===== config.mk =====
export PLATFORM = sky130hd
export DESIGN_NAME = svm_scheduler
export DESIGN_NICKNAME = d
export VERILOG_FILES = /design/src/rtl/svm_sched_defs.sv /design/src/rtl/svm_fv_buffer.sv /design/src/rtl/svm_scheduler.sv
export SDC_FILE = /design/constraint.sdc
export NUM_CORES = 1
export LEC_CHECK = 0
export BUFFER_PORTS_ARGS = -buffer_cell sky130_fd_sc_hd__buf_2
export CORE_MARGIN = 2
export CORE_UTILIZATION = 35
export DETAILED_ROUTE_END_ITERATION = 8
export PLACE_DENSITY = 0.54
export SLEW_MARGIN = 10
export SYNTH_ARGS = -nofsm -noshare
export SYNTH_HDL_FRONTEND = slang
export SYNTH_SLANG_ARGS = --single-unit

===== constraint.sdc =====
create_clock -name work_clk -period 5.5 [get_ports work_clk]
set_input_delay 0.275 -clock work_clk [delete_from_list [all_inputs] [get_ports work_clk]]
set_output_delay 0.275 -clock work_clk [all_outputs]
set_load 0.02 [all_outputs]

===== src/rtl/svm_sched_defs.sv =====
// Shared encodings and defaults for the SVM classifier sequencer.
package svm_sched_defs;
  typedef enum logic [1:0] {
    LOAD = 2'd0,
    CLR  = 2'd1,
    RUN  = 2'd2,
    CAPT = 2'd3
  } state_t;

  localparam logic [1:0] CLS_NONE = 2'b00;
  localparam logic [1:0] CLS_POS  = 2'b01;
  localparam logic [1:0] CLS_NEG  = 2'b10;

  localparam int N_FEAT_DEF = 10;
  localparam int FV_W_DEF   = 7;
  localparam int SLOT       = 4;

  // RUN spans every feature slot plus two drain cycles of the classifier.
  function automatic int run_len(input int n_feat);
    return SLOT * n_feat + 2;
  endfunction
endpackage


===== src/rtl/svm_fv_buffer.sv =====
// Feature-vector register file: write pointer advances per beat, clr rewinds it,
// read port is combinational for streaming into the classifier.
module svm_fv_buffer #(
  parameter int N_FEAT = 10,
  parameter int FV_W   = 7,
  parameter int FILL_W = 4
) (
  input  logic              clk,
  input  logic              rst,
  input  logic              wr_en,
  input  logic [FV_W-1:0]   wr_data,
  input  logic              clr,
  output logic [FILL_W-1:0] fill,
  input  logic [3:0]        rd_idx,
  output logic [FV_W-1:0]   rd_data
);
  logic [N_FEAT-1:0][FV_W-1:0] buf_q, buf_d;
  logic [FILL_W-1:0]           fill_q, fill_d;

  always_comb begin
    buf_d  = buf_q;
    fill_d = fill_q;
    if (clr) begin
      fill_d = '0;
    end else if (wr_en) begin
      for (int i = 0; i < N_FEAT; i++) begin
        if (fill_q == FILL_W'(i)) buf_d[i] = wr_data;
      end
      fill_d = fill_q + FILL_W'(1);
    end
  end

  // Indices past the last feature read back as zero.
  always_comb begin
    rd_data = '0;
    for (int i = 0; i < N_FEAT; i++) begin
      if (rd_idx == 4'(i)) rd_data = buf_q[i];
    end
  end

  always_ff @(posedge clk or posedge rst) begin
    if (rst) begin
      buf_q  <= '0;
      fill_q <= '0;
    end else begin
      buf_q  <= buf_d;
      fill_q <= fill_d;
    end
  end

  assign fill = fill_q;
endmodule


===== src/rtl/svm_scheduler.sv =====
// Sequencer between feature extraction and the linear SVM: buffer a vector,
// reset the classifier, stream features in 4-cycle slots, return the class.
module svm_scheduler
  import svm_sched_defs::*;
#(
  parameter int N_FEAT = N_FEAT_DEF,
  parameter int FV_W   = FV_W_DEF
) (
  input  logic            work_clk,
  input  logic            rst,
  input  logic            in_valid,
  input  logic [FV_W-1:0] in_data,
  output logic            in_ready,
  output logic            svm_rst_n,
  output logic [FV_W-1:0] svm_fv,
  output logic            svm_fv_f,
  input  logic [1:0]      svm_res,
  input  logic            svm_res_f,
  output logic            out_valid,
  output logic [1:0]      out_class,
  input  logic            out_ready,
  output logic            busy,
  output logic            err
);
  localparam int RUN_LEN = run_len(N_FEAT);
  localparam int CNT_W   = 7;
  localparam int FILL_W  = $clog2(N_FEAT + 1);

  state_t           state_q, state_d;
  logic [CNT_W-1:0] run_cnt_q, run_cnt_d;
  logic             svm_rst_n_q, svm_rst_n_d;
  logic             svm_fv_f_q, svm_fv_f_d;
  logic             out_valid_q, out_valid_d;
  logic [1:0]       out_class_q, out_class_d;
  logic             err_q, err_d;

  logic [FILL_W-1:0] fill;
  logic [FV_W-1:0]   rd_data;
  logic              accept, buf_clr, full_next, slot_free;

  // svm_rst_n_q is low only in reset and CLR, so it also blocks the first
  // post-reset cycle from accepting beats.
  assign in_ready  = (state_q == LOAD) && svm_rst_n_q && (fill != FILL_W'(N_FEAT));
  assign accept    = in_valid && in_ready;
  assign full_next = accept ? (fill == FILL_W'(N_FEAT - 1)) : (fill == FILL_W'(N_FEAT));
  assign slot_free = !out_valid_q || out_ready;

  svm_fv_buffer #(
    .N_FEAT (N_FEAT),
    .FV_W   (FV_W),
    .FILL_W (FILL_W)
  ) u_buf (
    .clk     (work_clk),
    .rst     (rst),
    .wr_en   (accept),
    .wr_data (in_data),
    .clr     (buf_clr),
    .fill    (fill),
    .rd_idx  (run_cnt_q[5:2]),
    .rd_data (rd_data)
  );

  always_comb begin
    state_d     = state_q;
    run_cnt_d   = '0;
    buf_clr     = 1'b0;
    out_valid_d = out_valid_q && !out_ready;
    out_class_d = out_class_q;
    err_d       = err_q;
    case (state_q)
      LOAD: begin
        // The last beat and the slot check share an edge so a free slot
        // costs no idle cycle between vectors.
        if (full_next && slot_free) state_d = CLR;
      end
      CLR: begin
        buf_clr = 1'b1;
        state_d = RUN;
      end
      RUN: begin
        run_cnt_d = run_cnt_q + CNT_W'(1);
        if (run_cnt_q == CNT_W'(RUN_LEN - 1)) begin
          state_d   = CAPT;
          run_cnt_d = '0;
        end
      end
      CAPT: begin
        out_valid_d = 1'b1;
        out_class_d = svm_res_f ? svm_res : CLS_NONE;
        if (!svm_res_f) err_d = 1'b1;
        state_d = LOAD;
      end
      default: state_d = LOAD;
    endcase
    svm_rst_n_d = (state_d != CLR);
    svm_fv_f_d  = (state_d == RUN);
  end

  always_ff @(posedge work_clk or posedge rst) begin
    if (rst) begin
      state_q     <= LOAD;
      run_cnt_q   <= '0;
      svm_rst_n_q <= 1'b0;
      svm_fv_f_q  <= 1'b0;
      out_valid_q <= 1'b0;
      out_class_q <= CLS_NONE;
      err_q       <= 1'b0;
    end else begin
      state_q     <= state_d;
      run_cnt_q   <= run_cnt_d;
      svm_rst_n_q <= svm_rst_n_d;
      svm_fv_f_q  <= svm_fv_f_d;
      out_valid_q <= out_valid_d;
      out_class_q <= out_class_d;
      err_q       <= err_d;
    end
  end

  assign svm_fv    = (state_q == RUN && run_cnt_q < CNT_W'(SLOT * N_FEAT)) ? rd_data : '0;
  assign svm_rst_n = svm_rst_n_q;
  assign svm_fv_f  = svm_fv_f_q;
  assign out_valid = out_valid_q;
  assign out_class = out_class_q;
  assign err       = err_q;
  assign busy      = (state_q != LOAD);
endmodule


# --- Word level (Yosys, flattened, before mapping) ---
# Index checks and enable logic that the tools add are counted.
# W data, S select, Z words.
word_totals:
  ff_bits: 89
  output_inout_bits: 15
op_classes:
  add_sub_neg: 2
  magnitude_cmp: 1
  eq_ne: 26
  muxes: 22
  bitwise_logic: 2
  n_reduce_logical: 25
op_table:
  columns: ["operator", "n"]
  rows:
  - ["$mux W7", 13]
  - ["$eq A4 B3 Y1 const B", 8]
  - ["$reduce_and A3 Y1", 10]
  - ["$eq A4 B4 Y1 const B", 5]
  - ["$eq A4 B2 Y1 const B", 4]
  - ["$eq A4 B1 Y1 const B", 2]
  - ["$logic_not A4 Y1", 2]
  - ["$mux W4", 2]
  - ["$pmux W2 S4", 1]
  - ["$add A7 B1 Y7 const B", 1]
  - ["$eq A7 B6 Y1 const B", 1]
  - ["$lt A7 B6 Y1 const B", 1]
  - ["$eq A2 B2 Y1 const B", 3]
  - ["$logic_and A1 B1 Y1", 6]
  - ["$mux W2", 3]
  - ["$add A4 B1 Y4 const B", 1]
  - ["$ne A4 B4 Y1 const B", 1]
  - ["$reduce_bool A2 Y1", 2]
  - ["$mux W1", 3]
  - ["$eq A2 B1 Y1 const B", 1]
  - ["$logic_not A1 Y1", 2]
  - ["$logic_not A2 Y1", 1]
  - ["$ne A2 B1 Y1 const B", 1]
  - ["$not A1 Y1", 2]
  - ["other kinds (2)", 2]

# --- Depth between registers and ports, before layout ---
# Gate-level depths: netlist of run 1.
depth:
  word_depth: 12
  ltp_mapped: 7

# --- Modules after synthesis ---
# From an unflattened synthesis of run 1, not the netlist that was laid out.
hier_totals:
  hier_cells: 370
  hier_area_um2: 4545.6
modules_own_cells:
  columns: ["mod", "instances", "cells_per_inst", "area_per_inst_um2"]
  rows:
  - ["svm_fv_buffer", 1, 286, 3723.6]
  - ["svm_scheduler", 1, 84, 822.0]

# --- Worst setup path before layout of run 1 ---
# Ideal clock, no wire load.
synth_path:
  kind: "reg2out"
  start: "register run_cnt_q[2]"
  end: "output port svm_fv[3]"
  arrival_ns: 1.759
  t_required_ns: 5.225
  setup_slack_ns: 3.466
  stages_incl_launch_ff: 7
  path_buffers: 2
  cell_sequence: "dfrtp_1 -> buf_6 -> buf_8 -> nor2_1 -> nand2_1 -> a2111o_1 -> a221oi_2"
synth_between:
  elab_chain_len: 12
  elab_cells_between_ends: 23
synth_rtl:
  columns: ["element", "line", "source"]
  rows:
  - ["start: declaration", "svm_scheduler.sv:30", "logic [CNT_W-1:0] run_cnt_q, run_cnt_d;"]
  - ["start signal: assignment", "svm_scheduler.sv:110", "run_cnt_q <= run_cnt_d;"]
  - ["$logic_not A4 Y1", "svm_fv_buffer.sv:37", "if (rd_idx == 4'(i)) rd_data = buf_q[i];"]
  - ["$mux W7 (10 in series)", "svm_fv_buffer.sv:37", null]
  - ["$mux W7 (*)", "svm_scheduler.sv:119", "assign svm_fv = (state_q == RUN && run_cnt_q < CNT_W'(SLOT * N_FEAT)) ? rd_data : '0;"]
  - ["end: declaration", "svm_scheduler.sv:15", "output logic [FV_W-1:0] svm_fv,"]
# Every way passes the cells marked *; elsewhere a longest branch is shown, timed or not.

# --- Worst setup path in the final report of run 1 ---
layout_path:
  start: "register run_cnt_q[3]"
  end: "output port svm_fv[3]"
# The elaborated chain is that of the path after synthesis.

==> results of run 1 <==
-- worst paths after layout --
path / to / start
max reg2reg: u_buf.buf_q[8] / state_q[1]
min reg2reg: err / err
max: svm_fv[3] / run_cnt_q[3]
max in group asynchronous: svm_rst_n / rst
min: u_buf.buf_q[1] / rst
min in group work_clk: out_class[0] / svm_res[0]
-- report_power, final --
group	switching [µW]	internal, µW	total, µW
Combinational	103	103	206
Sequential	27.1	700	727
Clock	267	310	577
Total	397	1110	1510
-- through the flow --
step / power (µW) / cell area [µm²]
after global routing: 1584 / 4943
after detailed placement: 949.3 / 4663
after global placement: 943.2 / 4663
after floorplan: 891.0 / 4382
final: 1509 / 4943
after CTS: 1533 / 4943
-- flip-flops by register name, indices dropped and copies added (netlist names) --
name,flops
state_q,2
out_valid,1
svm_fv_f,1
err,1
u_buf.buf_q,70
svm_rst_n,1
run_cnt_q,7
out_class,2
u_buf.fill,4
-- logic make-up (layout without fill, tap and decap cells) --
| kind of cell | Yosys count | count (layout) | share of synthesized area, % |
|---|---|---|---|
| DFF | 89 | 89 | 50.83 |
| muxes | 86 | 86 | 24.36 |
| and+or+nand+nor | 80 | 80 | 10.42 |
| AOI/OAI and AO/OA | 37 | 37 | 6.511 |
| buffers and inverters | 30 | 60 | 3.141 |
| adders and majority gates | 11 | 11 | 3.141 |
| xor gates and xnor gates | 8 | 8 | 1.599 |
-- final cells by class --
type,count,area (µm²),area share (%)
multi-input combinational,222,2017,40.80
tap,168,210.2,4.252
clock inverter,7,55.05,1.114
clock buffer,9,225.2,4.556
sequential,89,2227,45.05
inverter,14,53.80,1.088
timing repair buffer,30,155.1,3.138
-- layout by cell type (no fill, tap or decap), types with 5 or more instances in the layout --
master and count:
buf_2 28, clkbuf_16 9, dfrtp_1 89, ha_1 11, inv_1 12, mux2_1 5, mux2_2 69, mux2i_1 5
mux4_1 7, nand2_1 10, nand2b_1 8, nand3_1 7, nand4_1 5, nor2_1 23, nor2b_1 5
-- per-layer routing --
layer	global-route usage [%]	vias up	share of wire, %
met4	5.952	0	1.7
met2	26.51	34	49
li1	-	1294	-
met1	21.44	1399	47
met3	3.295	12	2.4
met5	0	-	0
-- worst max-delay path, stage by stage, from the launching register on --
cell	delay (ps)
dfrtp_1	810
inv_1	320
o211a_1	190
a2111o_1	390
a221oi_2	290
buf_2	210
==> results.toml, run 1 <==
[yosys]
synth.area.top_cells = "dfrtp_1 51%, mux2_2 18%, mux4_1 4.2%"
synth_ff_type = "dfrtp_1"
synth-seq-cells = 89
synthMostInstantiatedCell = "dfrtp_1"
syn_inst = 341
yosysTopAreaCell = "dfrtp_1"
synth_warnings = 0
yosysSeqAreaShare_pct = 50.83
ys_async_sr_fraction_pct = 100.0
synth_nets = 366
ys_types = 58
synth.cell_area_um2 = 4382
synth_top_area_share_pct = 50.83
yosys-top-cells-count = "89 x dfrtp_1, 69 x mux2_2, 23 x nor2_1"
synth_edf_count = 0
postSynthAreaPerCell_um2 = 12.85

[worst_setup_path]
crit_type = "reg2out"
start_kind = "flop"
required_ps = 5220
crit_fanout = 20
arrival_ps = 2560
reg2reg_slack_ps = 3280
ff2ff_path_depth = 5
critPathCaptureType = "output pin"

[place]
port_buffers = 28
globalplace.congestion = 0.7825
preCtsSetupSlack_ps = 3016
place_inst = 523
dpl.hpwl_um = 6619

[timing]
final.setup.worst_slack_ps = 2667
whs_ps = -6.488
fin_crit_sh_pct = 51.50
rsz0062_at_grt = "no"
final-hold-violation-count = 8
tns_ps = 0
setup_viol = 0
max-slew-margin-rel_pct = 41.84
timing.final.max_slew_violations = 0
max_freq_ghz = 0.3530
worst_slew_pin_slew_ps = 864.9
fin_skew_ps = 8.848
fin_crit_ps = 2833

[grt]
grt-ovfl-total = 0
grt_max_degree = 52
grt_usage_pct = 16.22
grt_first_pass_wirelength_um = 15960
grt_antenna_before_repair = 0
grt_pass1_vias = 2758

[die]
start_util_pct = 36.18
fp-row-count = 40
dieArea_um2 = 13430
die_x_um = 115.9
ios = 29
core_um2 = 12110
die_h_um = 115.9

[status]
violations = "negative hold slack"
status = "finished with violations"

[clocking]
hold_buffers = 0
clock-sinks = 89
cts_setup_buffers = 0
root_buffer = "clkbuf_16"
cts_max_level = 3
clk_path_buf_depth = 2
clk_latency_ps = 350
cts_buffers = 9
clkTransAtPathRegs_ps = 60
cts-resized-gates = 0
cts_tree = "yes"

[drt]
drt_iter0_drc = 55
final_antenna_net_count = 0
vias_per_cell = 5.082
detail_route.wirelength_um = 9760
via_count = 2739
drcViolationCount = 0
drtPass1Iterations = 4
drt-wirelength-per-cell_um = 18.11

[layout]
diodes = 0
stdcell_count = 539
final_nets = 391
fillers = 1188
post-route-util_pct = 40.82
areaGrowthSynthToFinish_pct = 12.82
drive_gt1_share_pct = 34.23

[flow_run]
max-cap-violations = 0

[power_and_ir_drop]
p_leak_uw = 0.002346
power_density_nw_per_um2 = 305.3
ir_worst_vdd_mv = 0.1288

[hold_path]
hold_class = "in2async"
No activity file was read; power rests on OpenSTA's default activity.
==> run 2: changes to the inputs <==
--- a/config.mk
+++ b/config.mk
@@ -5,6 +5,7 @@
 export SDC_FILE = /design/constraint.sdc
 export NUM_CORES = 1
 export LEC_CHECK = 0
+export ABC_AREA = 1
 export BUFFER_PORTS_ARGS = -buffer_cell sky130_fd_sc_hd__buf_2
 export CORE_MARGIN = 2
 export CORE_UTILIZATION = 35
==> constraint.sdc (replaced) <==
create_clock -name work_clk -period 2.91 [get_ports work_clk]
set_input_delay 0.1455 -clock work_clk [delete_from_list [all_inputs] [get_ports work_clk]]
set_output_delay 0.1455 -clock work_clk [all_outputs]
set_load 0.02 [all_outputs]
==> results.toml, run 2 <==
[worst_setup_path]
slowest_delay_ps = 440
rr_endpoint = "u_buf.buf_q[5]"
reg2reg_slack_ps = 940
crit_fanout = 5
required_ps = 2760
worstPathCellList = "inv_1 -> ha_1 -> inv_1 -> nor3_1 -> inv_1 -> nor2_1 -> nand2_1 -> inv_1 -> buf_2"
arrival_ps = 2290
crit_type = "reg2out"
crit_slowest_cell = "nor3_1"
start_kind = "flop"
crit_end = "svm_fv[6]"
ff2ff_path_depth = 10
critPathCaptureType = "output pin"
reg2reg_from = "u_buf.fill[0]"
crit_top_cell = "inv_1"
startpoint = "state_q[0]"

[timing]
worst_slew_pin_slew_ps = 777.1
final-hold-violation-count = 0
max-slew-margin-rel_pct = 48.13
fin_crit_ps = 2437
final.setup.worst_slack_ps = 472.8
fin_crit_sh_pct = 83.75
rsz0062_at_grt = "no"
max_freq_ghz = 0.4103
timing.final.max_slew_violations = 0
tns_ps = 0
fin_skew_ps = 9.895
setup_viol = 0
whs_ps = 22.28

[clocking]
clk_path_buf_depth = 2
root_buffer = "clkbuf_16"
cts_tree = "yes"
clkTransAtPathRegs_ps = 70
cts-resized-gates = 0
cts_buffers = 9
clk_latency_ps = 350
cts_max_level = 3
clock-sinks = 89

[yosys]
synth_nets = 540
synth_ff_type = "dfrtp_1"
synth_warnings = 0
ys_types = 31
synth.cell_area_um2 = 4352
synth_top_area_share_pct = 51.18
yosys-top-cells-count = "139 x nand2_1, 89 x dfrtp_1, 51 x inv_1"
syn_inst = 515
ys_async_sr_fraction_pct = 100.0
synth-seq-cells = 89
synthMostInstantiatedCell = "nand2_1"
synth_edf_count = 0
yosysSeqAreaShare_pct = 51.18
yosysTopAreaCell = "dfrtp_1"
postSynthAreaPerCell_um2 = 8.450
synth.area.top_cells = "dfrtp_1 51%, nand2_1 12%, inv_1 4.4%"

[power_and_ir_drop]
power_density_nw_per_um2 = 582.2
p_leak_uw = 0.002398
seqPwrFrac_pct = 46.4
clkPwrFrac_pct = 43.5
cell_internal_pwr_uw = 2174
power_switching_uw = 717.3
swShare_pct = 24.81
ir_worst_vdd_mv = 0.2686
power_frac_comb_pct = 10.2

[drt]
detail_route.wirelength_um = 10040
vias_per_cell = 4.733
drt_iter0_drc = 203
via_count = 3403
drt-wirelength-per-cell_um = 13.96
drtPass1Iterations = 5
final_antenna_net_count = 0
drcViolationCount = 0

[layout]
multi_input_area_um2 = 1819
final_common_cell = "nand2_1"
regArea_um2 = 2227
fin_area_um2 = 4967
final_nets = 572
drive_gt1_share_pct = 14.52
areaGrowthSynthToFinish_pct = 14.15
diodes = 0
largest_reg_flops = 70
stdcell_count = 719
regMostFlops = "u_buf.buf_q"
layout_common_cells = "139 x nand2_1, 89 x dfrtp_1, 50 x inv_1"
fillers = 1234

[grt]
grt_max_degree = 48
grt_antenna_before_repair = 0
grt-ovfl-total = 0
grt_pass1_vias = 3315
grt_usage_pct = 16.80
grt_first_pass_wirelength_um = 17330

[die]
fp-row-count = 40
start_util_pct = 36.08
dieArea_um2 = 13340
core_um2 = 12060
die_x_um = 115.5
die_h_um = 115.5
ios = 29

[place]
port_buffers = 28
dpl.hpwl_um = 7084
preCtsSetupSlack_ps = 865.0
globalplace.congestion = 0.8081
place_area_um2 = 4637
place_inst = 703

[hold_path]
hold_class = "in2reg"
whs_path_depth = 3
hp-start = "in_data[1]"

[status]
status = "finished, final reports clean"

[flow_run]
max-cap-violations = 0
run 2: area by class of cell:
| class | count | area share [%] |
|---|---|---|
| Sequential cell | 89 | 44.84 |
| Multi-Input combinational cell | 362 | 36.62 |
| Clock buffer | 11 | 4.887 |
| Tap cell | 168 | 4.232 |
| Inverter | 53 | 4.131 |
| Timing Repair Buffer | 32 | 3.728 |
| Clock inverter | 4 | 1.562 |
run 2: metal layers:
metal | global-route usage (%) | wire length (µm) | vias up
met3 | 1.883 | 258 | 14
met2 | 25.65 | 4439 | 59
met5 | 0 | 0 | -
met1 | 24.35 | 5143 | 1599
met4 | 6.988 | 195 | 0
li1 | - | - | 1731
run 2: through the flow:
step	utilization, %	total power [µW]
2_1_floorplan	-	1582
3_3_place_gp	38.44	1650
3_5_place_dp	38.44	1659
4_1_cts	41.18	2925
5_1_grt	41.18	3013
6_report	41.18	2892
run 2: cell families (layout without fill, tap and decap cells):
logic type,after synthesis,count (layout),synth area share [%]
buf+inv,64,100,7.015
fa+ha+maj,11,11,3.163
compound gates,98,98,12.42
flops,89,89,51.18
simple gates,252,252,26.02
xor+xnor,1,1,0.2013
run 2: critical path: cells and delay by family, from the launching register on:
kind                       cells  cell delay, ps
buffers and inverters          5             650
and+or+nand+nor                3             680
adders and majority gates      1             210
DFF                            1             410
run 2: how the worst min path moves through the flow:
stage,slack (ps),end
6_report,20,u_buf.buf_q[36]
5_1_grt,30,u_buf.buf_q[36]
4_1_cts,20,u_buf.buf_q[36]
3_5_place_dp,310,svm_fv_f
3_3_place_gp,320,svm_fv_f
2_1_floorplan,240,err
run 2: timing repair:
action / 4_1_cts / 5_1_grt
hold buffers: 1 / 0
setup buffers: 0 / 0
hold endpoints to repair: 42 / 0
run 2: power by group through the flow:
stage	clock, µW	combinational (µW)	sequential [µW]
floorplan	0	226	1360
global placement	0	291	1360
detailed placement	0	296	1360
CTS	1290	299	1340
global route	1330	336	1350
finish	1260	294	1340
==> run 3: changes to the inputs <==
--- a/config.mk
+++ b/config.mk
@@ -5,12 +5,12 @@
 export SDC_FILE = /design/constraint.sdc
 export NUM_CORES = 1
 export LEC_CHECK = 0
-export ABC_AREA = 1
+export ABC_AREA = 0
 export BUFFER_PORTS_ARGS = -buffer_cell sky130_fd_sc_hd__buf_2
 export CORE_MARGIN = 2
 export CORE_UTILIZATION = 35
 export DETAILED_ROUTE_END_ITERATION = 8
-export PLACE_DENSITY = 0.54
+export PLACE_DENSITY = 0.56
 export SLEW_MARGIN = 10
 export SYNTH_ARGS = -nofsm -noshare
 export SYNTH_HDL_FRONTEND = slang
==> constraint.sdc (replaced) <==
create_clock -name work_clk -period 2.2 [get_ports work_clk]
set_input_delay 0.11 -clock work_clk [delete_from_list [all_inputs] [get_ports work_clk]]
set_output_delay 0.11 -clock work_clk [all_outputs]
set_load 0.02 [all_outputs]
==> results.toml, run 3 (synthesized netlist as in run 1, its figures left out) <==
[layout]
regArea_um2 = 2231
areaGrowthSynthToFinish_pct = 19.33
final_nets = 412
largest_reg_flops = 70
multi_input_area_um2 = 2033
final_common_cell = "dfrtp_1"
diodes = 0
layout_common_cells = "86 x dfrtp_1, 68 x mux2_2, 24 x buf_2"
fin_area_um2 = 5229
post-route-util_pct = 43.17
drive_gt1_share_pct = 40.82
regMostFlops = "u_buf.buf_q"
stdcell_count = 560
fillers = 1179

[die]
fp-row-count = 40
dieArea_um2 = 13430
start_util_pct = 36.18
die_h_um = 115.9
core_um2 = 12110
die_x_um = 115.9
ios = 29

[clocking]
clkTransAtPathRegs_ps = 60
root_buffer = "clkbuf_16"
cts_tree = "yes"
clk_latency_ps = 330
clk_path_buf_depth = 2
cts_max_level = 3
cts_buffers = 9
clock-sinks = 89

[grt]
grt-ovfl-total = 0
grt_antenna_before_repair = 0
grt_pass1_vias = 2985
grt_max_degree = 42
grt_first_pass_wirelength_um = 16730
grt_usage_pct = 16.70

[drt]
drcViolationCount = 0
via_count = 2858
drt-wirelength-per-cell_um = 18.62
detail_route.wirelength_um = 10430
drt_iter0_drc = 153
drtPass1Iterations = 4
vias_per_cell = 5.104
final_antenna_net_count = 0

[power_and_ir_drop]
power_density_nw_per_um2 = 759.1
ir_worst_vdd_mv = 0.3399
p_leak_uw = 0.002456

[worst_setup_path]
required_ps = 2090
crit_fanout = 7
cp_top_family = "flip-flops"
slowest_delay_ps = 460
worstPathCellList = "buf_12 -> mux4_1 -> nor2_1 -> or3_1 -> a21oi_1 -> buf_4"
arrival_ps = 2060
crit_type = "reg2out"
critPathCaptureType = "output pin"
start_kind = "flop"
crit_buf_inv = 2
crit_slowest_cell = "dfrtp_2"

[place]
globalplace.congestion = 0.7884
place_area_um2 = 4818
place_inst = 540
preCtsSetupSlack_ps = 106.4
port_buffers = 28
dpl.hpwl_um = 7353

[status]
status = "finished, final reports clean"

[timing]
timing.final.max_slew_violations = 0
max_freq_ghz = 0.4613
final-hold-violation-count = 0
worst_slew_pin_slew_ps = 755.3
max-slew-margin-rel_pct = 49.54
fin_skew_ps = 5.295
tns_ps = 0
rsz0062_at_grt = "yes"
fin_crit_sh_pct = 98.54
final.setup.worst_slack_ps = 32.09
fin_crit_ps = 2168
setup_viol = 0

[hold_path]
hold_class = "in2reg"

[flow_run]
max-cap-violations = 0
==> run 3: cell types whose count changed in the layout (fill, tap and decap cells not counted), moves of 8 or more <==
cell      change
nand2_1     -129
o21ai_1      -36
buf_4        +17
mux2_2       +68
nand2b_1      +8
nor2_1       -27
o21ai_0      -22
a21oi_1      -19
nand3_1      -20
inv_1        -38
o21ai_2      -12
nand3_2       -8
==> run 3: worst register-to-register path: stages, from the launching register on <==
cell	delay, ps
dfrtp_1	400
inv_1	130
ha_1	220
nand3_1	160
nor4_2	310
nand2_1	340
mux2_1	400
==> run 3: metal layers <==
| layer | vias up | global-route usage (%) | share of wire (%) |
|---|---|---|---|
| li1 | 1332 | - | - |
| met1 | 1471 | 23.88 | 50 |
| met2 | 49 | 26.20 | 46 |
| met3 | 6 | 2.458 | 3.1 |
| met4 | 0 | 5.476 | 0.82 |
| met5 | - | 0 | 0 |
==> run 3: area by class of cell <==
class	count	area share, %
Clock inverter	5	1.196
Multi-Input combinational cell	222	38.88
Inverter	14	1.077
Timing Repair Buffer	51	7.322
Clock buffer	11	4.834
Tap cell	168	4.020
Sequential cell	89	42.67
==> run 3: final timing paths <==
path / slack (ps) / to / cells after the start / from
max: 30 / svm_fv[2] / 6 / run_cnt_q[2]
min: 20 / out_class[0] / 3 / svm_res[0]
max reg2reg: 120 / u_buf.buf_q[16] / 6 / state_q[0]
min reg2reg: 470 / err / 1 / err
max in group asynchronous: 1050 / u_buf.buf_q[69] / 4 / rst
min in group asynchronous: 450 / state_q[0] / 3 / rst
==> run 3: metrics by stage <==
step	hold slack [ps]	total power [µW]
2_1_floorplan	256.8	2228
3_3_place_gp	265.1	2380
3_5_place_dp	282.9	2394
4_1_cts	13.77	4004
5_1_grt	20.10	4147
6_report	20.03	3969
==> run 3: what timing repair did <==
item                                   CTS  global route
setup buffers                            1             1
pin swaps                                0             4
resized for setup                        7            15
endpoints found under the hold margin   30             0
gates cloned                             0             1
setup endpoints to repair                4            22
hold buffers                             1             0
==> run 3: power by group <==
part | internal, µW | switching [µW]
Sequential | 1750 | 68.7
Clock | 948 | 647
Combinational | 285 | 271
